===== src/rtl/bin_to_rns_serial.sv =====
// -----------------------------------------------------------------------------
// bin_to_rns_serial
//   Bit-serial forward converter from DATA_W-bit binary to the residue number
//   system with moduli {M1, M2, M3}. The operand is consumed MSB-first, one bit
//   per clock, so a conversion occupies DATA_W BUSY cycles. Each channel keeps
//   a running residue r and folds in the next bit with r <= (2r+b) mod Mi using
//   a single conditional subtract. Inputs at or above M1*M2*M3 are still
//   converted but flagged on range_err_out.
//
// Ports
//   clk_in        in   clock, rising edge
//   rst_in        in   asynchronous reset, active-high
//   x_in          in   binary operand, sampled only when accepted
//   in_valid_in   in   x_in is valid
//   in_ready_out  out  converter is idle and will accept x_in this cycle
//   r1_out        out  x mod M1 (zero-extended to R1_W)
//   r2_out        out  x mod M2 (zero-extended to R2_W)
//   r3_out        out  x mod M3 (zero-extended to R3_W)
//   range_err_out out  x >= M1*M2*M3, qualified by out_valid_out
//   out_valid_out out  residues valid
//   out_ready_in  in   consumer takes the residues this cycle
//
// All outputs are registers; there is no combinational input-to-output path.
// Output values persist after out_valid_out drops until the next result.
// -----------------------------------------------------------------------------
module bin_to_rns_serial #(
    parameter int DATA_W = 9,
    parameter int M1     = 7,
    parameter int M2     = 8,
    parameter int M3     = 9,
    parameter int R1_W   = 4,
    parameter int R2_W   = 4,
    parameter int R3_W   = 5
) (
    input  logic              clk_in,
    input  logic              rst_in,
    input  logic [DATA_W-1:0] x_in,
    input  logic              in_valid_in,
    output logic              in_ready_out,
    output logic [R1_W-1:0]   r1_out,
    output logic [R2_W-1:0]   r2_out,
    output logic [R3_W-1:0]   r3_out,
    output logic              range_err_out,
    output logic              out_valid_out,
    input  logic              out_ready_in
);

    localparam logic [1:0] ST_IDLE = 2'd0;
    localparam logic [1:0] ST_BUSY = 2'd1;
    localparam logic [1:0] ST_DONE = 2'd2;

    localparam int NCH   = 3;
    localparam int CNT_W = $clog2(DATA_W + 1);
    localparam int RANGE = M1 * M2 * M3;

    function automatic int max3(input int a, input int b, input int c);
        int m;
        m = (a > b) ? a : b;
        return (m > c) ? m : c;
    endfunction

    function automatic int mod_of(input int idx);
        case (idx)
            0:       return M1;
            1:       return M2;
            default: return M3;
        endcase
    endfunction

    // Common accumulator width wide enough for every channel's residue.
    localparam int ACC_W = max3(R1_W, R2_W, R3_W);

    // If the dynamic range does not fit in DATA_W bits, no input can exceed it.
    localparam bit                RANGE_FITS = (RANGE < (1 << DATA_W));
    localparam logic [DATA_W-1:0] RANGE_V    = DATA_W'(RANGE);

    logic [1:0]                  state_reg;
    logic [DATA_W-1:0]           shift_reg;
    logic [CNT_W-1:0]            cnt_reg;
    logic                        err_reg;
    logic [NCH-1:0][ACC_W-1:0]   acc_reg;
    logic [NCH-1:0][ACC_W-1:0]   acc_next;
    logic                        serial_bit;

    assign serial_bit = shift_reg[DATA_W-1];

    // One residue update per channel: t = 2*r + b is just r shifted left with
    // b appended. Since r < Mi, t < 2*Mi, so one conditional subtract suffices.
    // A power-of-two modulus goes through the same logic unchanged.
    generate
        for (genvar gi = 0; gi < NCH; gi++) begin : g_chan
            localparam int              MOD   = mod_of(gi);
            localparam logic [ACC_W:0]  MOD_V = (ACC_W + 1)'(MOD);
            logic [ACC_W:0] t_next;
            logic [ACC_W:0] t_sub;

            assign t_next       = {acc_reg[gi], serial_bit};
            assign t_sub        = t_next - MOD_V;
            assign acc_next[gi] = (t_next >= MOD_V) ? t_sub[ACC_W-1:0]
                                                    : t_next[ACC_W-1:0];
        end
    endgenerate

    always_ff @(posedge clk_in or posedge rst_in) begin
        if (rst_in) begin
            state_reg     <= ST_IDLE;
            shift_reg     <= '0;
            cnt_reg       <= '0;
            err_reg       <= 1'b0;
            acc_reg       <= '0;
            in_ready_out  <= 1'b1;
            out_valid_out <= 1'b0;
            r1_out        <= '0;
            r2_out        <= '0;
            r3_out        <= '0;
            range_err_out <= 1'b0;
        end else begin
            case (state_reg)
                ST_IDLE: begin
                    if (in_valid_in) begin
                        shift_reg    <= x_in;
                        acc_reg      <= '0;
                        cnt_reg      <= CNT_W'(DATA_W);
                        err_reg      <= RANGE_FITS && (x_in >= RANGE_V);
                        in_ready_out <= 1'b0;
                        state_reg    <= ST_BUSY;
                    end
                end

                ST_BUSY: begin
                    shift_reg <= shift_reg << 1;
                    acc_reg   <= acc_next;
                    cnt_reg   <= cnt_reg - 1'b1;
                    // Last bit: publish the freshly folded residues directly.
                    if (cnt_reg == CNT_W'(1)) begin
                        r1_out        <= R1_W'(acc_next[0]);
                        r2_out        <= R2_W'(acc_next[1]);
                        r3_out        <= R3_W'(acc_next[2]);
                        range_err_out <= err_reg;
                        out_valid_out <= 1'b1;
                        state_reg     <= ST_DONE;
                    end
                end

                ST_DONE: begin
                    if (out_ready_in) begin
                        out_valid_out <= 1'b0;
                        in_ready_out  <= 1'b1;
                        state_reg     <= ST_IDLE;
                    end
                end

                default: begin
                    out_valid_out <= 1'b0;
                    in_ready_out  <= 1'b1;
                    state_reg     <= ST_IDLE;
                end
            endcase
        end
    end

endmodule


===== config.mk =====
export PLATFORM = sky130hd
export DESIGN_NAME = bin_to_rns_serial
export DESIGN_NICKNAME = d
export VERILOG_FILES = /design/src/rtl/bin_to_rns_serial.sv
export SDC_FILE = /design/constraint.sdc
export NUM_CORES = 1
export LEC_CHECK = 0
export ABC_AREA = 1
export BUFFER_PORTS_ARGS = -buffer_cell sky130_fd_sc_hd__buf_2
export CORE_AREA = 2 2 74 76
export DETAILED_ROUTE_END_ITERATION = 7
export DIE_AREA = 0 0 76 78
export SLEW_MARGIN = 20
export SYNTH_ARGS = -nofsm -noshare
export SYNTH_HDL_FRONTEND = slang
export SYNTH_SLANG_ARGS = --single-unit

===== constraint.sdc =====
create_clock -name clk_in -period 2.09 [get_ports clk_in]
set_input_delay 0.209 -clock clk_in [delete_from_list [all_inputs] [get_ports clk_in]]
set_output_delay 0.209 -clock clk_in [all_outputs]
set_load 0.01 [all_outputs]

==> flow_summary_export.csv, run 1 <==
group,metric,value,unit
status,outcome,"finished, final reports clean",
worst_setup_path,cp_max_fo,7,
worst_setup_path,worstReg2RegStart,"shift_reg[8]",
route,first_iter_violations,120,
floorplan,die_h,78,um
global_route,grt_usage,16.5,%
timing,max_slew_margin,59.7,%
global_route,grt_pass1_vias,1843,
yosys,synth_top_area_share,49.8,%
worst_setup_path,worst_setup_path_end_kind,"flip-flop",
global_route,grt_pass1_wl,8000,um
floorplan,ios,29,
clock_tree,cts-resized-gates,0,
yosys,ys_top_cells_by_area,"dfrtp_1, nand2_1, inv_1",
layout,antennaDiodeCount,0,
hold_path,hold_class,"input port to asynchronous set/reset pin",
yosys,synth_warnings,0,
route,drt-wirelength-per-cell,12.5,um
floorplan,core_area,5040,um^2
timing,rsz0062_at_grt,"false",
route,wirelength,4400,um
timing,fmax,579,MHz
global_route,overflow,0,
clock_tree,cts_tree,"done",
yosys,syn_avg_cell_area,9.10,um^2
clock_tree,cts_buffers,5,
layout,finalNetCount,299,
place,io_buffers,28,
clock_tree,clk_path_buf_depth,2,
route,drc,0,
yosys,synth_seq_cells,47,
floorplan,die_x,76,um
global_route,antenna_found_initial,0,
route,ant_nets,0,
layout,drive_gt1_share,21.3,%
clock_tree,cts.sinks,47,
route,routed_via_density,4.99,
layout,final_cell_mix,"nand2_1, dfrtp_1, buf_2, inv_1, nand3_1",
yosys,synth.distinct_cells,32,
layout,syn_to_final_growth,11.3,%
floorplan,initial_core_util,45.8,%
timing,tns,0,ns
global_route,grt_max_degree,48,
clock_tree,clk_latency,0.30,ns
timing,finalClockSkew,0.0131,ns
layout,final_common_cell,"nand2_1",
place,place_congestion,0.818,
clock_tree,root_buffer,"clkbuf_8",
worst_setup_path,worst-setup-path-type,"flip-flop to flip-flop",
route,vias,1755,
worst_setup_path,arrival,1.91,ns
worst_setup_path,crit_start,"shift_reg[8]",
place,placed_cells,344,
floorplan,fp.dieArea,5930,um^2
place,hpwl,2940,um
timing,fin_crit,1.73,ns
clock_tree,ctsHtreeMaxLevel,2,
timing,setup_viol,0,
clock_tree,clk_pin_slew,0.10,ns
worst_setup_path,reg2reg_depth,9,
yosys,synth.net_count,272,
timing,slew_violations,0,
power_and_ir_drop,peakVddDrop,0.000750,V
yosys,post-synth-top-area-cell,"dfrtp_1",
timing,finalCritPeriodShare,82.6,%
yosys,synthesis.area,2310,um^2
floorplan,rows,26,
power_and_ir_drop,leakage,1.36,nW
job,maxCapViolCount,0,
timing,worst_pin_slew,0.605,ns
worst_setup_path,required,2.28,ns
clock_tree,postCtsHoldBufs,0,
timing,hold_viol,0,
worst_setup_path,crit_path_start_kind,"flip-flop",
layout,final_cells,352,
yosys,syn_inst,254,
yosys,seq_area_frac_synth,50.9,%
route,drtPass1Iterations,4,
clock_tree,postCtsSetupBuffers,0,
power_and_ir_drop,p_per_area,1700,nW/um^2
layout,largest_register_ffs,15,
-- routing by layer --
| metal | part of all wire, % | global-route usage [%] | vias up |
|---|---|---|---|
| met5 | 0 | 0 | - |
| met4 | 1.2 | 5.82 | 0 |
| met3 | 3.0 | 3.49 | 6 |
| met2 | 48 | 29.5 | 29 |
| met1 | 47 | 19.9 | 851 |
| li1 | - | - | 869 |
-- report_power, final --
| part | internal [mW] | switching, mW |
|---|---|---|
| Clock | 0.387 | 0.307 |
| Sequential | 1.34 | 0.260 |
| Combinational | 0.758 | 1.32 |
| Total | 2.49 | 1.89 |
-- Yosys cell counts --
cell type,n
a211oi_1,1
a211oi_2,1
a21oi_1,1
buf_2,1
buf_4,1
buf_6,7
dfrtp_1,46
dfstp_2,1
ha_1,5
inv_1,27
inv_2,3
inv_4,1
nand2_1,88
nand2_4,2
nand3_1,12
nand3_2,1
nand3b_4,1
nand4_1,1
nand4_2,1
nor2_1,3
nor2_2,1
nor2_8,1
nor3_1,3
o211ai_1,5
o211ai_2,2
o21ai_0,3
o21ai_1,11
o21ai_2,7
o22ai_1,7
o31ai_1,3
xnor2_1,1
xor2_1,6
-- layout make-up --
class,instances,area (um^2)
clock buffers,6,82.6
fillers,486,2470
inverters,31,119
repair buffers,29,148
well taps,70,87.6
flip-flops and latches,47,1180
clock inverters,2,35.0
multi-input cells,167,923
-- worst max-delay path, cell delays in order (launching register included) --
cell and delay [ns]:
dfrtp_1 0.45, inv_1 0.23, ha_1 0.23, nand2_1 0.10, nand2_1 0.07, nand2_1 0.07
nor2_2 0.18, nand2_1 0.10, nand3_1 0.11, nand2_1 0.06
-- cells by family (layout without fill, tap and decap cells) --
| logic type | after synthesis | count (layout) | share of synthesized area, % |
|---|---|---|---|
| and+or+nand+nor | 114 | 114 | 22.3 |
| DFF | 47 | 47 | 50.9 |
| AOI/OAI and AO/OA | 41 | 41 | 12.3 |
| buffers and inverters | 40 | 68 | 9.10 |
| xor gates and xnor gates | 7 | 7 | 2.65 |
| adders and majority gates | 5 | 5 | 2.71 |
-- stage by stage --
step / hold WS [ns] / instance area, um^2 / util (%) / power (mW) / worst slack [ns]
floorplan: 0.295 / 2310 / - / 3.35 / 0.654
global placement: 0.403 / 2450 / 48.7 / 3.67 / 0.494
detailed placement: 0.400 / 2450 / 48.7 / 3.73 / 0.408
CTS: 0.0665 / 2570 / 51.0 / 4.43 / 0.381
global route: 0.100 / 2570 / 51.0 / 4.83 / 0.159
finish: 0.0438 / 2570 / 51.0 / 4.37 / 0.364
-- worst paths after layout --
kind,to,slack [ns]
max,r3_out[0],0.36
min,r3_out[4],0.04
max reg2reg,r3_out[0],0.36
min reg2reg,in_ready_out,0.47
max in group asynchronous,r2_out[1],1.63
min in group clk_in,state_reg[1],0.10
(Power assumes the default switching activity.)
==> run 2, diff against run 1 <==
clock period = 1.8 ns   (was 2.09 ns; I/O delays follow)
==> flow_summary_export.csv, run 2 (synthesized netlist as in run 1, its figures left out) <==
group,metric,value,unit
global_route,grt_usage,16.2,%
global_route,antenna_found_initial,0,
place,io_buffers,28,
power_and_ir_drop,leakage,1.37,nW
timing,setup_viol,0,
place,hpwl,3120,um
global_route,grt_max_degree,31,
layout,fin_util,51.3,%
clock_tree,postCtsSetupBuffers,0,
timing,tns,0,ns
worst_setup_path,worst_setup_path_end_kind,"flip-flop",
clock_tree,cts.sinks,47,
layout,syn_to_final_growth,12.0,%
layout,drive_gt1_share,22.0,%
power_and_ir_drop,peakVddDrop,0.000845,V
clock_tree,ctsHtreeMaxLevel,2,
clock_tree,cts_buffers,5,
timing,worst_pin_slew,0.437,ns
timing,max_slew_margin,70.8,%
route,first_iter_violations,67,
floorplan,die_x,76,um
clock_tree,root_buffer,"clkbuf_8",
worst_setup_path,worst-setup-path-type,"flip-flop to flip-flop",
timing,finalCritPeriodShare,84.2,%
worst_setup_path,arrival,1.74,ns
floorplan,fp.dieArea,5930,um^2
route,drtPass1Iterations,4,
route,wirelength,4360,um
timing,fmax,660,MHz
place,place_congestion,0.803,
clock_tree,cts-resized-gates,0,
route,vias,1710,
power_and_ir_drop,p_per_area,1920,nW/um^2
clock_tree,clk_latency,0.30,ns
timing,whs,0.0740,ns
job,maxCapViolCount,0,
layout,finalNetCount,303,
floorplan,core_area,5040,um^2
timing,fin_crit,1.52,ns
hold_path,hold_class,"input port to flip-flop",
timing,slew_violations,0,
clock_tree,cts_tree,"done",
timing,finalClockSkew,0.00614,ns
clock_tree,clk_path_buf_depth,2,
global_route,overflow,0,
layout,largest_register_ffs,15,
layout,final_common_cell,"nand2_1",
worst_setup_path,required,2.02,ns
clock_tree,postCtsHoldBufs,1,
timing,hold_viol,0,
layout,antennaDiodeCount,0,
floorplan,ios,29,
status,outcome,"finished, final reports clean",
clock_tree,clk_pin_slew,0.09,ns
global_route,grt_pass1_wl,7670,um
global_route,grt_pass1_vias,1678,
route,routed_via_density,4.80,
floorplan,initial_core_util,45.8,%
timing,rsz0062_at_grt,"false",
worst_setup_path,crit_path_start_kind,"flip-flop",
floorplan,die_h,78,um
route,drc,0,
route,drt-wirelength-per-cell,12.2,um
worst_setup_path,cp_max_fo,25,
layout,final_cell_mix,"nand2_1, dfrtp_1, buf_2, inv_1, nand3_1",
floorplan,rows,26,
route,ant_nets,0,
run 2: worst max-delay path, cell delays in order (launching register included):
cell	delay (ns)
dfrtp_1	0.39
inv_2	0.11
nand2_4	0.16
inv_2	0.38
o211ai_1	0.22
o21ai_1	0.18
run 2: final timing paths:
kind                         startpoint            to  slack [ns]  cells past startpoint
max in group asynchronous        rst_in  state_reg[0]        0.90                      4
min reg2reg                in_ready_out  in_ready_out        0.47                      2
min in group asynchronous        rst_in  shift_reg[5]        0.42                      3
max reg2reg                state_reg[1]     r2_out[3]        0.28                      5
min                        out_ready_in  state_reg[1]        0.07                      2
max                        state_reg[1]     r2_out[3]        0.28                      5
run 2: final cells by class:
| class | count | area [um^2] |
|---|---|---|
| Clock buffer | 5 | 68.8 |
| Clock inverter | 3 | 20.0 |
| Fill cell | 508 | 2450 |
| Inverter | 31 | 119 |
| Multi-Input combinational cell | 167 | 923 |
| Sequential cell | 47 | 1180 |
| Tap cell | 70 | 87.6 |
| Timing Repair Buffer | 33 | 193 |
run 2: routing by layer:
| layer | wire [um] | vias to the layer above | track usage (%) |
|---|---|---|---|
| li1 | - | 881 | - |
| met1 | 2080 | 805 | 20.9 |
| met2 | 2130 | 19 | 27.3 |
| met3 | 93 | 5 | 2.44 |
| met4 | 59 | 0 | 6.55 |
| met5 | 0 | - | 0 |
run 2: metrics by stage:
step / instances / total power [mW] / instance area, um^2 / setup WS [ns]
finish: 356 / 4.96 / 2590 / 0.285
floorplan: 254 / 3.90 / 2310 / 0.364
CTS: 356 / 5.04 / 2590 / 0.259
global placement: 347 / 4.35 / 2490 / 0.251
global route: 356 / 5.48 / 2590 / 0.138
detailed placement: 347 / 4.39 / 2490 / 0.298
run 2: where the power goes:
part           switching, mW  internal (mW)
Clock                  0.358          0.270
Sequential             0.302           1.56
Combinational           1.54          0.935
==> run 3, diff against run 2 <==
PLACE_DENSITY = 0.67   (was unset)
clock period = 1.3 ns   (was 1.8 ns; I/O delays follow)
==> flow_summary_export.csv, run 3 (synthesized netlist as in run 1, its figures left out) <==
group,metric,value,unit
status,outcome,"finished, violations left",
status,violations,"negative setup slack",
worst_setup_path,critPathSlowestCell,"dfrtp_2",
clock_tree,clk_latency,0.31,ns
timing,hold_viol,0,
worst_setup_path,slowest_delay,0.45,ns
floorplan,die_x,76,um
layout,syn_to_final_growth,27.4,%
place,io_buffers,28,
global_route,grt_usage,16.8,%
route,drt-wirelength-per-cell,12.4,um
power_and_ir_drop,clockPowerShare,13.6,%
power_and_ir_drop,power_frac_seq,31.0,%
power_and_ir_drop,sw_frac_of_total,42.7,%
floorplan,die_h,78,um
route,drt-met1-wl,2260,um
clock_tree,cts_buffers,5,
layout,final_cell_mix,"nand2_1, dfrtp_1, buf_2, inv_1, buf_4",
global_route,overflow,0,
power_and_ir_drop,peakVddDrop,0.00122,V
route,highest_layer,"met4",
route,met2_length,2250,um
timing,worst_pin_slew,0.266,ns
timing,post-route-worst-setup-slack,-0.0865,ns
layout,nFillCells,468,
route,drc,0,
worst_setup_path,critical-path-top-delay-family,"flip-flops",
timing,rsz0062_at_grt,"true",
layout,finalNetCount,326,
floorplan,ios,29,
timing,finalClockSkew,0.0157,ns
place,place_congestion,0.776,
worst_setup_path,path_cells,"inv_2, ha_4, nand2_4, a21oi_2, nand2_4, nand2_1, nand2_1, nand2_1, nand2_1",
hold_path,hold_class,"input port to flip-flop",
clock_tree,root_buffer,"clkbuf_8",
timing,slew_violations,0,
timing,fmax,721,MHz
layout,final_common_cell,"nand2_1",
clock_tree,clk_path_buf_depth,2,
worst_setup_path,critPathBufInv,1,
clock_tree,ctsHtreeMaxLevel,2,
floorplan,rows,26,
place,hpwl,3060,um
power_and_ir_drop,power_frac_comb,55.3,%
route,ant_nets,0,
timing,max_slew_margin,82.1,%
global_route,antenna_found_initial,0,
layout,antennaDiodeCount,0,
route,drtPass1Iterations,4,
timing,tns,-0.451,ns
route,first_iter_violations,114,
power_and_ir_drop,switchingPower,3.51,mW
worst_setup_path,worst_setup_path_end_kind,"flip-flop",
route,wl_met3,131,um
global_route,grt_max_degree,48,
floorplan,core_area,5040,um^2
power_and_ir_drop,p_per_area,2800,nW/um^2
worst_setup_path,critPathMostFrequentCell,"nand2_1",
worst_setup_path,worst-setup-path-type,"flip-flop to flip-flop",
route,routed_via_density,4.87,
clock_tree,cts.sinks,47,
worst_setup_path,cp_max_fo,5,
job,maxCapViolCount,0,
timing,finalCritPeriodShare,107,%
worst_setup_path,required,1.50,ns
floorplan,initial_core_util,45.8,%
clock_tree,clk_pin_slew,0.09,ns
worst_setup_path,crit_path_start_kind,"flip-flop",
route,wirelength,4710,um
layout,drive_gt1_share,35.9,%
layout,largest_register_ffs,15,
power_and_ir_drop,internal_power,4.72,mW
timing,setup_viol,13,
global_route,grt_pass1_vias,1761,
global_route,grt_pass1_wl,7990,um
route,vias,1845,
power_and_ir_drop,leakage,1.52,nW
timing,whs,0.0704,ns
clock_tree,cts_tree,"done",
floorplan,fp.dieArea,5930,um^2
timing,fin_crit,1.39,ns
worst_setup_path,arrival,1.59,ns
==> run 3: cell type report <==
type,instances,area (um^2),area share [%]
repair buffers,56,383,13.0
well taps,70,87.6,2.97
multi-input cells,167,1050,35.6
flip-flops and latches,47,1180,40.0
clock inverters,2,35.0,1.19
inverters,31,129,4.38
clock buffers,6,82.6,2.80
==> run 3: power groups by stage <==
stage                     Sequential, mW  Combinational, mW  Clock (mW)
final                               2.56               4.55        1.12
after global routing                2.65               5.12        1.21
after CTS                           2.54               4.20        1.17
after detailed placement            2.56               3.94           0
after global placement              2.54               3.86           0
after floorplan                     2.61               2.83           0
==> run 3: per-layer routing <==
layer  vias to the layer above  GRT usage (%)
met5                         -              0
met4                         0           5.64
met3                         8           3.60
met2                        24           27.5
met1                       891           22.4
li1                        922              -
==> run 3: worst paths after layout <==
path                         startpoint  slack [ns]  cells after the start            to
max                        shift_reg[8]       -0.09                      9   acc_reg[13]
min                             x_in[0]        0.07                      3  shift_reg[0]
max reg2reg                shift_reg[8]       -0.09                      9   acc_reg[13]
min reg2reg                in_ready_out        0.46                      2  in_ready_out
max in group asynchronous        rst_in        0.62                      4  in_ready_out
min in group asynchronous        rst_in        0.41                      4     r3_out[4]
==> run 3: timing repair <==
action	in CTS	in global routing
hold endpoints to repair	47	0
pin swaps	4	9
endpoints found under the setup margin	17	39
buffers inserted	3	2
hold buffers	2	0
resized for setup	13	26
==> run 3: worst min-delay path, stage by stage <==
cell	delay, ns
buf_2	0.08
nand3_1	0.06
nand2_1	0.07
==> run 3: metrics by stage <==
step	util, %	instances	worst slack [ns]	power (mW)	instance area [um^2]
CTS	56.3	377	-0.0134	7.91	2840
detailed placement	52.2	364	-0.137	6.49	2630
global placement	52.2	364	-0.123	6.40	2630
finish	58.4	379	-0.0865	8.23	2940
floorplan	-	254	-0.0327	5.44	2330
global route	58.4	379	-0.161	8.98	2940
